$ cat config.mk
export PLATFORM = sky130hd
export DESIGN_NAME = biquad_filter_engine
export DESIGN_NICKNAME = d
export VERILOG_FILES = /design/src/rtl/biquad_filter_engine.sv
export SDC_FILE = /design/constraint.sdc
export NUM_CORES = 2
export LEC_CHECK = 0
export ABC_AREA = 1
export CORE_ASPECT_RATIO = 1.1
export CORE_MARGIN = 3
export CORE_UTILIZATION = 44
export DETAILED_ROUTE_END_ITERATION = 8
export DONT_BUFFER_PORTS = 1
export GPL_ROUTABILITY_DRIVEN = 0
export PLACE_DENSITY = 0.68
export REMOVE_ABC_BUFFERS = 1
export SETUP_SLACK_MARGIN = 0.05
export SYNTH_ARGS = -nofsm -noshare
export SYNTH_HDL_FRONTEND = slang
export SYNTH_SLANG_ARGS = --single-unit
$ cat constraint.sdc
create_clock -name clk -period 13.2 [get_ports clk]
set_clock_uncertainty 0.2 [all_clocks]
set_input_delay 1.32 -clock clk [delete_from_list [all_inputs] [get_ports clk]]
set_output_delay 1.32 -clock clk [all_outputs]
set_load 0.02 [all_outputs]
$ cat src/rtl/biquad_filter_engine.sv
// Sequential Direct Form I biquad with a serial b0 normalizer and a shadow coefficient bank.
// A single MAC is time-shared across the five taps; new coefficients commit only between samples.
module biquad_filter_engine #(
  parameter int unsigned DATA_WIDTH   = 32,
  parameter int unsigned Q_WIDTH      = 24,
  parameter int unsigned SAMPLE_WIDTH = 24,
  parameter int unsigned ACC_WIDTH    = 60
) (
  input  logic                    clk,
  input  logic                    rst,
  input  logic                    coef_valid,
  output logic                    coef_ready,
  input  logic [DATA_WIDTH-1:0]   a0,
  input  logic [DATA_WIDTH-1:0]   a1,
  input  logic [DATA_WIDTH-1:0]   a2,
  input  logic [DATA_WIDTH-1:0]   b0,
  input  logic [DATA_WIDTH-1:0]   b1,
  input  logic [DATA_WIDTH-1:0]   b2,
  output logic                    coef_error,
  input  logic                    in_valid,
  output logic                    in_ready,
  input  logic [SAMPLE_WIDTH-1:0] in_sample,
  output logic                    out_valid,
  input  logic                    out_ready,
  output logic [SAMPLE_WIDTH-1:0] out_sample
);

  localparam int DivW    = DATA_WIDTH + Q_WIDTH;
  localparam int ProdW   = DATA_WIDTH + SAMPLE_WIDTH;
  localparam int CntW    = $clog2(DivW);
  localparam int NumCoef = 5;

  localparam logic [DATA_WIDTH-1:0] CoefMax = {1'b0, {(DATA_WIDTH-1){1'b1}}};
  localparam logic [DATA_WIDTH-1:0] CoefMin = {1'b1, {(DATA_WIDTH-1){1'b0}}};
  localparam logic [DATA_WIDTH-1:0] CoefOne =
      {{(DATA_WIDTH-Q_WIDTH-1){1'b0}}, 1'b1, {Q_WIDTH{1'b0}}};
  localparam logic signed [ACC_WIDTH-1:0] RoundHalf =
      {{(ACC_WIDTH-Q_WIDTH){1'b0}}, 1'b1, {(Q_WIDTH-1){1'b0}}};
  localparam logic signed [ACC_WIDTH-1:0] SmpMax =
      {{(ACC_WIDTH-SAMPLE_WIDTH+1){1'b0}}, {(SAMPLE_WIDTH-1){1'b1}}};
  localparam logic signed [ACC_WIDTH-1:0] SmpMin =
      {{(ACC_WIDTH-SAMPLE_WIDTH+1){1'b1}}, {(SAMPLE_WIDTH-1){1'b0}}};
  localparam logic [2:0] LastIdx = 3'd4;

  typedef enum logic [1:0] {CoefIdle, CoefDiv, CoefFin, CoefWait} coef_state_e;
  typedef enum logic [1:0] {SmpIdle, SmpMac, SmpRound, SmpOut} smp_state_e;

  coef_state_e coef_state_q, coef_state_d;
  smp_state_e  smp_state_q, smp_state_d;

  logic                  coef_error_q, coef_error_d;
  logic [DATA_WIDTH-1:0] num_q [NumCoef];
  logic [DATA_WIDTH-1:0] num_d [NumCoef];
  logic [DATA_WIDTH-1:0] shadow_q [NumCoef];
  logic [DATA_WIDTH-1:0] shadow_d [NumCoef];
  logic [DATA_WIDTH-1:0] act_q [NumCoef];
  logic [DATA_WIDTH-1:0] act_d [NumCoef];
  logic [DATA_WIDTH-1:0] div_q, div_d;
  logic [DATA_WIDTH-1:0] rem_q, rem_d;
  logic [DivW-1:0]       quo_q, quo_d;
  logic [CntW-1:0]       bit_cnt_q, bit_cnt_d;
  logic [2:0]            coef_idx_q, coef_idx_d;

  logic [DATA_WIDTH:0]   trial;
  logic [DATA_WIDTH-1:0] in_abs, next_abs, div_res;

  logic [2:0]                   mac_cnt_q, mac_cnt_d;
  logic signed [ACC_WIDTH-1:0]  acc_q, acc_d;
  logic [SAMPLE_WIDTH-1:0]      x0_q, x0_d, x1_q, x1_d, x2_q, x2_d;
  logic [SAMPLE_WIDTH-1:0]      y1_q, y1_d, y2_q, y2_d;
  logic [SAMPLE_WIDTH-1:0]      out_sample_q, out_sample_d;

  logic signed [DATA_WIDTH-1:0]   mac_coef;
  logic signed [SAMPLE_WIDTH-1:0] mac_x;
  logic signed [ProdW-1:0]        coef_ext, x_ext, prod;
  logic signed [ACC_WIDTH-1:0]    prod_ext, acc_rnd, y_full;
  logic [SAMPLE_WIDTH-1:0]        y_sat;

  logic commit_pending;

  assign commit_pending = (coef_state_q == CoefWait);

  // Coefficient path: capture, serial restoring division, then wait for a sample boundary.
  always_comb begin
    coef_state_d = coef_state_q;
    coef_error_d = coef_error_q;
    num_d        = num_q;
    shadow_d     = shadow_q;
    act_d        = act_q;
    div_d        = div_q;
    rem_d        = rem_q;
    quo_d        = quo_q;
    bit_cnt_d    = bit_cnt_q;
    coef_idx_d   = coef_idx_q;

    trial    = {rem_q, quo_q[DivW-1]};
    in_abs   = a0[DATA_WIDTH-1] ? -a0 : a0;
    next_abs = num_q[1][DATA_WIDTH-1] ? -num_q[1] : num_q[1];

    // Divisor is always positive, so the quotient takes the numerator's sign.
    if (num_q[0][DATA_WIDTH-1]) begin
      if (quo_q > DivW'(CoefMin)) div_res = CoefMin;
      else                        div_res = -quo_q[DATA_WIDTH-1:0];
    end else begin
      if (quo_q > DivW'(CoefMax)) div_res = CoefMax;
      else                        div_res = quo_q[DATA_WIDTH-1:0];
    end

    unique case (coef_state_q)
      CoefIdle: begin
        if (coef_valid) begin
          if (b0[DATA_WIDTH-1] || (b0 == '0)) begin
            coef_error_d = 1'b1;
          end else begin
            coef_error_d = 1'b0;
            num_d[0]     = a0;
            num_d[1]     = a1;
            num_d[2]     = a2;
            num_d[3]     = b1;
            num_d[4]     = b2;
            div_d        = b0;
            rem_d        = '0;
            quo_d        = {in_abs, {Q_WIDTH{1'b0}}};
            bit_cnt_d    = '0;
            coef_idx_d   = '0;
            coef_state_d = CoefDiv;
          end
        end
      end
      CoefDiv: begin
        if (trial >= {1'b0, div_q}) begin
          rem_d = DATA_WIDTH'(trial - {1'b0, div_q});
          quo_d = {quo_q[DivW-2:0], 1'b1};
        end else begin
          rem_d = trial[DATA_WIDTH-1:0];
          quo_d = {quo_q[DivW-2:0], 1'b0};
        end
        bit_cnt_d = bit_cnt_q + 1'b1;
        if (bit_cnt_q == CntW'(DivW - 1)) coef_state_d = CoefFin;
      end
      CoefFin: begin
        shadow_d[coef_idx_q] = div_res;
        if (coef_idx_q == LastIdx) begin
          coef_state_d = CoefWait;
        end else begin
          for (int i = 0; i < NumCoef - 1; i++) num_d[i] = num_q[i+1];
          coef_idx_d   = coef_idx_q + 1'b1;
          rem_d        = '0;
          quo_d        = {next_abs, {Q_WIDTH{1'b0}}};
          bit_cnt_d    = '0;
          coef_state_d = CoefDiv;
        end
      end
      CoefWait: begin
        if (smp_state_q == SmpIdle) begin
          act_d        = shadow_q;
          coef_state_d = CoefIdle;
        end
      end
    endcase
  end

  // Sample path: five MAC cycles, round/saturate, then hold the result until taken.
  always_comb begin
    smp_state_d  = smp_state_q;
    mac_cnt_d    = mac_cnt_q;
    acc_d        = acc_q;
    x0_d         = x0_q;
    x1_d         = x1_q;
    x2_d         = x2_q;
    y1_d         = y1_q;
    y2_d         = y2_q;
    out_sample_d = out_sample_q;

    case (mac_cnt_q)
      3'd0: begin mac_coef = act_q[0]; mac_x = x0_q; end
      3'd1: begin mac_coef = act_q[1]; mac_x = x1_q; end
      3'd2: begin mac_coef = act_q[2]; mac_x = x2_q; end
      3'd3: begin mac_coef = act_q[3]; mac_x = y1_q; end
      default: begin mac_coef = act_q[4]; mac_x = y2_q; end
    endcase

    coef_ext = ProdW'(mac_coef);
    x_ext    = ProdW'(mac_x);
    prod     = coef_ext * x_ext;
    prod_ext = ACC_WIDTH'(prod);

    acc_rnd = acc_q + RoundHalf;
    y_full  = acc_rnd >>> Q_WIDTH;
    if (y_full > SmpMax)      y_sat = SmpMax[SAMPLE_WIDTH-1:0];
    else if (y_full < SmpMin) y_sat = SmpMin[SAMPLE_WIDTH-1:0];
    else                      y_sat = y_full[SAMPLE_WIDTH-1:0];

    unique case (smp_state_q)
      SmpIdle: begin
        if (in_valid && !commit_pending) begin
          x0_d        = in_sample;
          acc_d       = '0;
          mac_cnt_d   = '0;
          smp_state_d = SmpMac;
        end
      end
      SmpMac: begin
        // Taps 3 and 4 are the feedback terms and are subtracted.
        if (mac_cnt_q >= 3'd3) acc_d = acc_q - prod_ext;
        else                   acc_d = acc_q + prod_ext;
        mac_cnt_d = mac_cnt_q + 1'b1;
        if (mac_cnt_q == LastIdx) smp_state_d = SmpRound;
      end
      SmpRound: begin
        x2_d         = x1_q;
        x1_d         = x0_q;
        y2_d         = y1_q;
        y1_d         = y_sat;
        out_sample_d = y_sat;
        smp_state_d  = SmpOut;
      end
      SmpOut: begin
        if (out_ready) smp_state_d = SmpIdle;
      end
    endcase
  end

  always_ff @(posedge clk) begin
    if (rst) begin
      coef_state_q <= CoefIdle;
      smp_state_q  <= SmpIdle;
      coef_error_q <= 1'b0;
      for (int i = 0; i < NumCoef; i++) begin
        num_q[i]    <= '0;
        shadow_q[i] <= '0;
        act_q[i]    <= '0;
      end
      act_q[0]     <= CoefOne;
      div_q        <= '0;
      rem_q        <= '0;
      quo_q        <= '0;
      bit_cnt_q    <= '0;
      coef_idx_q   <= '0;
      mac_cnt_q    <= '0;
      acc_q        <= '0;
      x0_q         <= '0;
      x1_q         <= '0;
      x2_q         <= '0;
      y1_q         <= '0;
      y2_q         <= '0;
      out_sample_q <= '0;
    end else begin
      coef_state_q <= coef_state_d;
      smp_state_q  <= smp_state_d;
      coef_error_q <= coef_error_d;
      num_q        <= num_d;
      shadow_q     <= shadow_d;
      act_q        <= act_d;
      div_q        <= div_d;
      rem_q        <= rem_d;
      quo_q        <= quo_d;
      bit_cnt_q    <= bit_cnt_d;
      coef_idx_q   <= coef_idx_d;
      mac_cnt_q    <= mac_cnt_d;
      acc_q        <= acc_d;
      x0_q         <= x0_d;
      x1_q         <= x1_d;
      x2_q         <= x2_d;
      y1_q         <= y1_d;
      y2_q         <= y2_d;
      out_sample_q <= out_sample_d;
    end
  end

  assign coef_ready = (coef_state_q == CoefIdle);
  assign coef_error = coef_error_q;
  assign in_ready   = (smp_state_q == SmpIdle) && !commit_pending;
  assign out_valid  = (smp_state_q == SmpOut);
  assign out_sample = out_sample_q;

endmodule

# Yosys cells after proc, flatten, opt, wreduce, memory -nomap -nowiden
# Index checks and enable logic that the tools add are counted.
# totals
input_bits	221
register_bits	797
out_inout_bits	28
# op_classes
eq_ne	20
order_cmp	8
n_mux	50
multipliers	1
addsub	10
bitwise	2
n_reduce_logical	21
# ops
cell	count
2-to-1 mux 160 bit	2
2-to-1 mux 32 bit	10
case mux 128 bit (2 select lines)	1
2-to-1 mux 56 bit	3
case mux 56 bit (3 select lines)	1
bitwise mux 160 bit	1
2-to-1 mux 128 bit	1
case mux 32 bit (4 select lines)	1
2-to-1 mux 60 bit	2
case mux 60 bit (2 select lines)	1
demux 32 bit (select 3 bit)	1
negation 32 bit	3
case mux 24 bit (4 select lines)	1
case mux 32 bit (3 select lines)	1
adder 60 x 25 -> 60 bit (second input constant)	1
adder 60 x 56 -> 60 bit	1
subtractor 60 x 56 -> 60 bit	1
> comparator 56 x 31 -> 1 bit (second input constant)	1
> comparator 56 x 32 -> 1 bit (second input constant)	1
multiplier 32 x 24 -> 56 bit	1
2-to-1 mux 24 bit	2
> comparator 36 x 24 -> 1 bit (second input constant)	1
< comparator 36 x 24 -> 1 bit (second input constant)	1
>= comparator 33 x 32 -> 1 bit	1
other kinds (34)	72

# Longest topological paths before layout
# depth
ltp_word	6
depth_mapped	66
depth_no_buf	64

# Worst setup path after synthesis
# Ideal clock, no wire load.
# synth_path
kind	flip-flop to flip-flop
from	register mac_cnt_q[1]
to	register acc_q[53]
path_stages_with_launch	51
required_time_ns	12.930
setup_time_ns	0.070
period_less_slack_ns	10.633
t_arrival_ns	10.362
path_slack_ns	2.567
cell_sequence	dfxtp_1 ha_1 ha_1 clkbuf_1 nor2_1 nand3_2 buf_4 buf_2 buf_1 nand3_1 o21ai_1 clkbuf_1 nor2_1 fa_1 inv_1 fa_1 inv_1 fa_1 [... 15 more ...] nand2_1 nor2_1 and2_1 nand3b_1 nor3_2 xor2_1 nand2_1 o21ai_0 ha_1 nand2_1 inv_1 a21oi_1 inv_1 a221oi_1 o221ai_1 a21oi_1 o21ai_0 a21oi_1
# synth_between
elab_chain_len	6
# synth_rtl
element	line	source
from (decl)	67	logic [2:0] mac_cnt_q, mac_cnt_d;
from (signal assigned)	260	mac_cnt_q <= mac_cnt_d;
equality test 3 x 2 -> 1 bit, or another cell as far along	175	case (mac_cnt_q)
case mux 32 bit (4 select lines) or case mux 24 bit (4 select lines) (tied branches)	175	
multiplier 32 x 24 -> 56 bit	185	prod = coef_ext * x_ext;
adder 60 x 56 -> 60 bit or subtractor 60 x 56 -> 60 bit (tied branches)	206, 205	
2-to-1 mux 60 bit *	205	if (mac_cnt_q >= 3'd3) acc_d = acc_q - prod_ext;
case mux 60 bit (2 select lines) *	194	unique case (smp_state_q)
to (signal assigned)	241	acc_q <= '0;
to (signal assigned)	261	acc_q <= acc_d;
to (decl)	68	logic signed [ACC_WIDTH-1:0] acc_q, acc_d;
# Mark *: on every way between the ends. The rest lies on a longest branch, timed or not.
# A chain may end at the register's enable or synchronous reset.

# Final worst setup path
# layout_path
from	register mac_cnt_q[2]
to	register acc_q[59]
# The elaborated chain is that of the path after synthesis.

==> flow_summary.toml <==
[outcome]
outcome = "complete, no violations"

[die]
fp.dieW_um = 388
dieArea_mm2 = 0.165
initial_utilization_pct = 44.4
row_count = 153
pin_count = 249
die_h_um = 426
core-area_mm2 = 0.159

[grt]
grtUsageTotal_pct = 27.0
grt_max_degree = 325
grt_pass1_vias = 64119
grt_pass1_wl_mm = 354
antenna_found_initial = 8
grt-ovfl-total = 0

[placed_design]
place_hpwl_mm = 174
dp.cells = 11723
portBuffers = 0
pre_cts_ws_ps = 698

[setup_path]
crit_slowest_cell = "nor4_1"
critPathArrivalTime_ps = 12910
required_ps = 13580
slowest_delay_ps = 780
r2r_slack_ps = 670
crit_type = "reg2reg"
timing.critical_path.from = "mac_cnt_q[2]"
r2r_cells = 46
worstReg2RegStart = "mac_cnt_q[2]"
setup.worst_path.end_class = "register"
cp_common_cell = "nand2_1"
r2r_end = "acc_q[59]"
crit_fanout = 14
startpoint_type = "register"

[yosys]
yosysUniqueCellTypes = 68
synth_edf_count = 0
synth.top_cell.area_share_pct = 22.3
synthTopCellsByArea = "fa_1 (22%), dfxtp_1 (22%), nand2_1 (9.3%)"
yosysSeqAreaShare_pct = 21.7
synth-warning-count = 0
netlist_instances = 9981
syn_area_mm2 = 0.0705
ys_top_cells_by_count = "nand2_1 (1743), inv_1 (1675), nor2_1 (1545)"
avgSynthCellArea_um2 = 7.07
ys_seq_elements = 766
synth_most_common_cell = "nand2_1"
async_reset_ff_share_pct = 0
synth_top_area_cell = "fa_1"
ys.flop_type = "dfxtp_1"

[sta]
hold_violations = 0
tns_ps = 0
finalCriticalPeriod_ps = 12530
whs_ps = 263
fmax_mhz = 79.8
period_share_pct = 94.9
final-setup-viol-count = 0
tightest_slew_ps = 1200
setup_ws_ps = 671
report.final.slew_viol_count = 0
slew_headroom_pct = 19.3
rsz0062_at_grt = "no"

[routing]
vias = 65222
drc = 0
wl_per_cell_um = 19.1
first_pass_iters = 8
ant_nets = 0
drtIter0Drc = 6139
routed_wl_mm = 227
avgViaCountPerCell = 5.49

[min_path]
hp-start = "num_q[19]"
hp-class = "reg2reg"
holdPathStages = 2
min_to = "num_q[51]"

[cts]
holdBufCountCts = 0
htreeDepth = 3
numCtsBuffers = 82
clk_latency_ps = 700
clock_path_buffers = 3
cts_tree = "built"
clockRootBuffer = "clkbuf_16"
cts.clk_slew.worst_paths_ps = 60
cts.sinks = 766

[cells_and_area]
fill_cells = 15806
area_growth_pct = 6.77
fin_cells = 11879
final_layout_size_suffix_gt1_share_pct = 5.52
nNetsFinal = 10988

[flow_run]
cap_viol_max_count = 0
## layout by cell type, fill, tap and decap left out, types with 35 or more instances in the layout
| cell type | count |
|---|---|
| a21oi_1 | 571 |
| inv_1 | 1668 |
| o21ai_0 | 790 |
| ha_1 | 259 |
| nor3_1 | 56 |
| buf_4 | 121 |
| nor2_2 | 50 |
| nor2_1 | 1539 |
| nand2_1 | 1740 |
| clkbuf_16 | 83 |
| inv_2 | 41 |
| fa_1 | 785 |
| nand4_1 | 70 |
| nor4_1 | 35 |
| xor2_1 | 115 |
| a31oi_1 | 140 |
| dfxtp_1 | 766 |
| o21ai_1 | 108 |
| nand3_1 | 368 |
| xnor2_1 | 48 |
## worst max-delay path by stage
stage,cells past startpoint,end,slack (ps)
6_report,46,acc_q[59],670
5_1_grt,52,acc_q[57],110
4_1_cts,54,acc_q[43],610
3_5_place_dp,54,acc_q[43],700
3_3_place_gp,51,acc_q[43],360
2_1_floorplan,47,acc_q[53],-200
## area by class of cell
type | count | area, µm² | area share, %
clock buffers | 111 | 2320 | 3.08
repair buffers | 125 | 988 | 1.31
repair inverters | 1 | 7.51 | 0.00997
clock inverters | 36 | 462 | 0.613
multi-input cells | 7018 | 47100 | 62.5
well taps | 2092 | 2620 | 3.48
inverters | 1726 | 6490 | 8.63
diodes | 4 | 10.0 | 0.0133
flip-flops and latches | 766 | 15300 | 20.4
## what timing repair did
action / 4_1_cts / 5_1_grt
endpoints found under the setup margin: 0 / 12
gates resized for setup: 0 / 4
buffers inserted: 0 / 4
## per-layer routing
metal | up-vias | GRT usage [%] | part of all wire, %
li1 | 30479 | - | -
met1 | 31046 | 32.9 | 38
met2 | 2979 | 44.9 | 46
met3 | 712 | 5.70 | 9.5
met4 | 6 | 14.7 | 6.0
met5 | - | 0 | 0.017
## logic make-up after synthesis
logic type,Yosys count,share of synthesized area [%]
AOI/OAI and AO/OA,1778,13.6
xor gates and xnor gates,171,2.21
adders and majority gates,1047,26.9
buffers and inverters,2197,11.8
DFF,766,21.7
and+or+nand+nor,4022,23.7
## stage by stage
step,util [%],cell area [µm²]
floorplan,-,68700
global placement,45.6,72400
detailed placement,45.7,72400
CTS,47.4,75200
global route,47.4,75300
finish,47.4,75300
## worst max-delay path, delay by kind of cell, from the launching register on
kind / cells / cell delay (ps)
simple gates: 21 / 4050
fa+ha+maj: 10 / 4910
flops: 1 / 450
buf+inv: 10 / 1880
xor+xnor: 1 / 160
compound gates: 4 / 710
## sequential cells by signal, indices dropped and copies added, names as in the netlist
signal        flops
x0_q             24
acc_q            60
x2_q             24
x1_q             24
coef_idx_q        3
smp_state_q       2
coef_error        1
rem_q            32
y2_q             24
out_sample       24
mac_cnt_q         3
shadow_q        160
div_q            32
coef_state_q      2
bit_cnt_q         6
quo_q            56
num_q           129
act_q           160
Power is left out: the tool's default activity adds up to more than one toggle a clock period on the data nets, which glitch-free logic cannot reach.
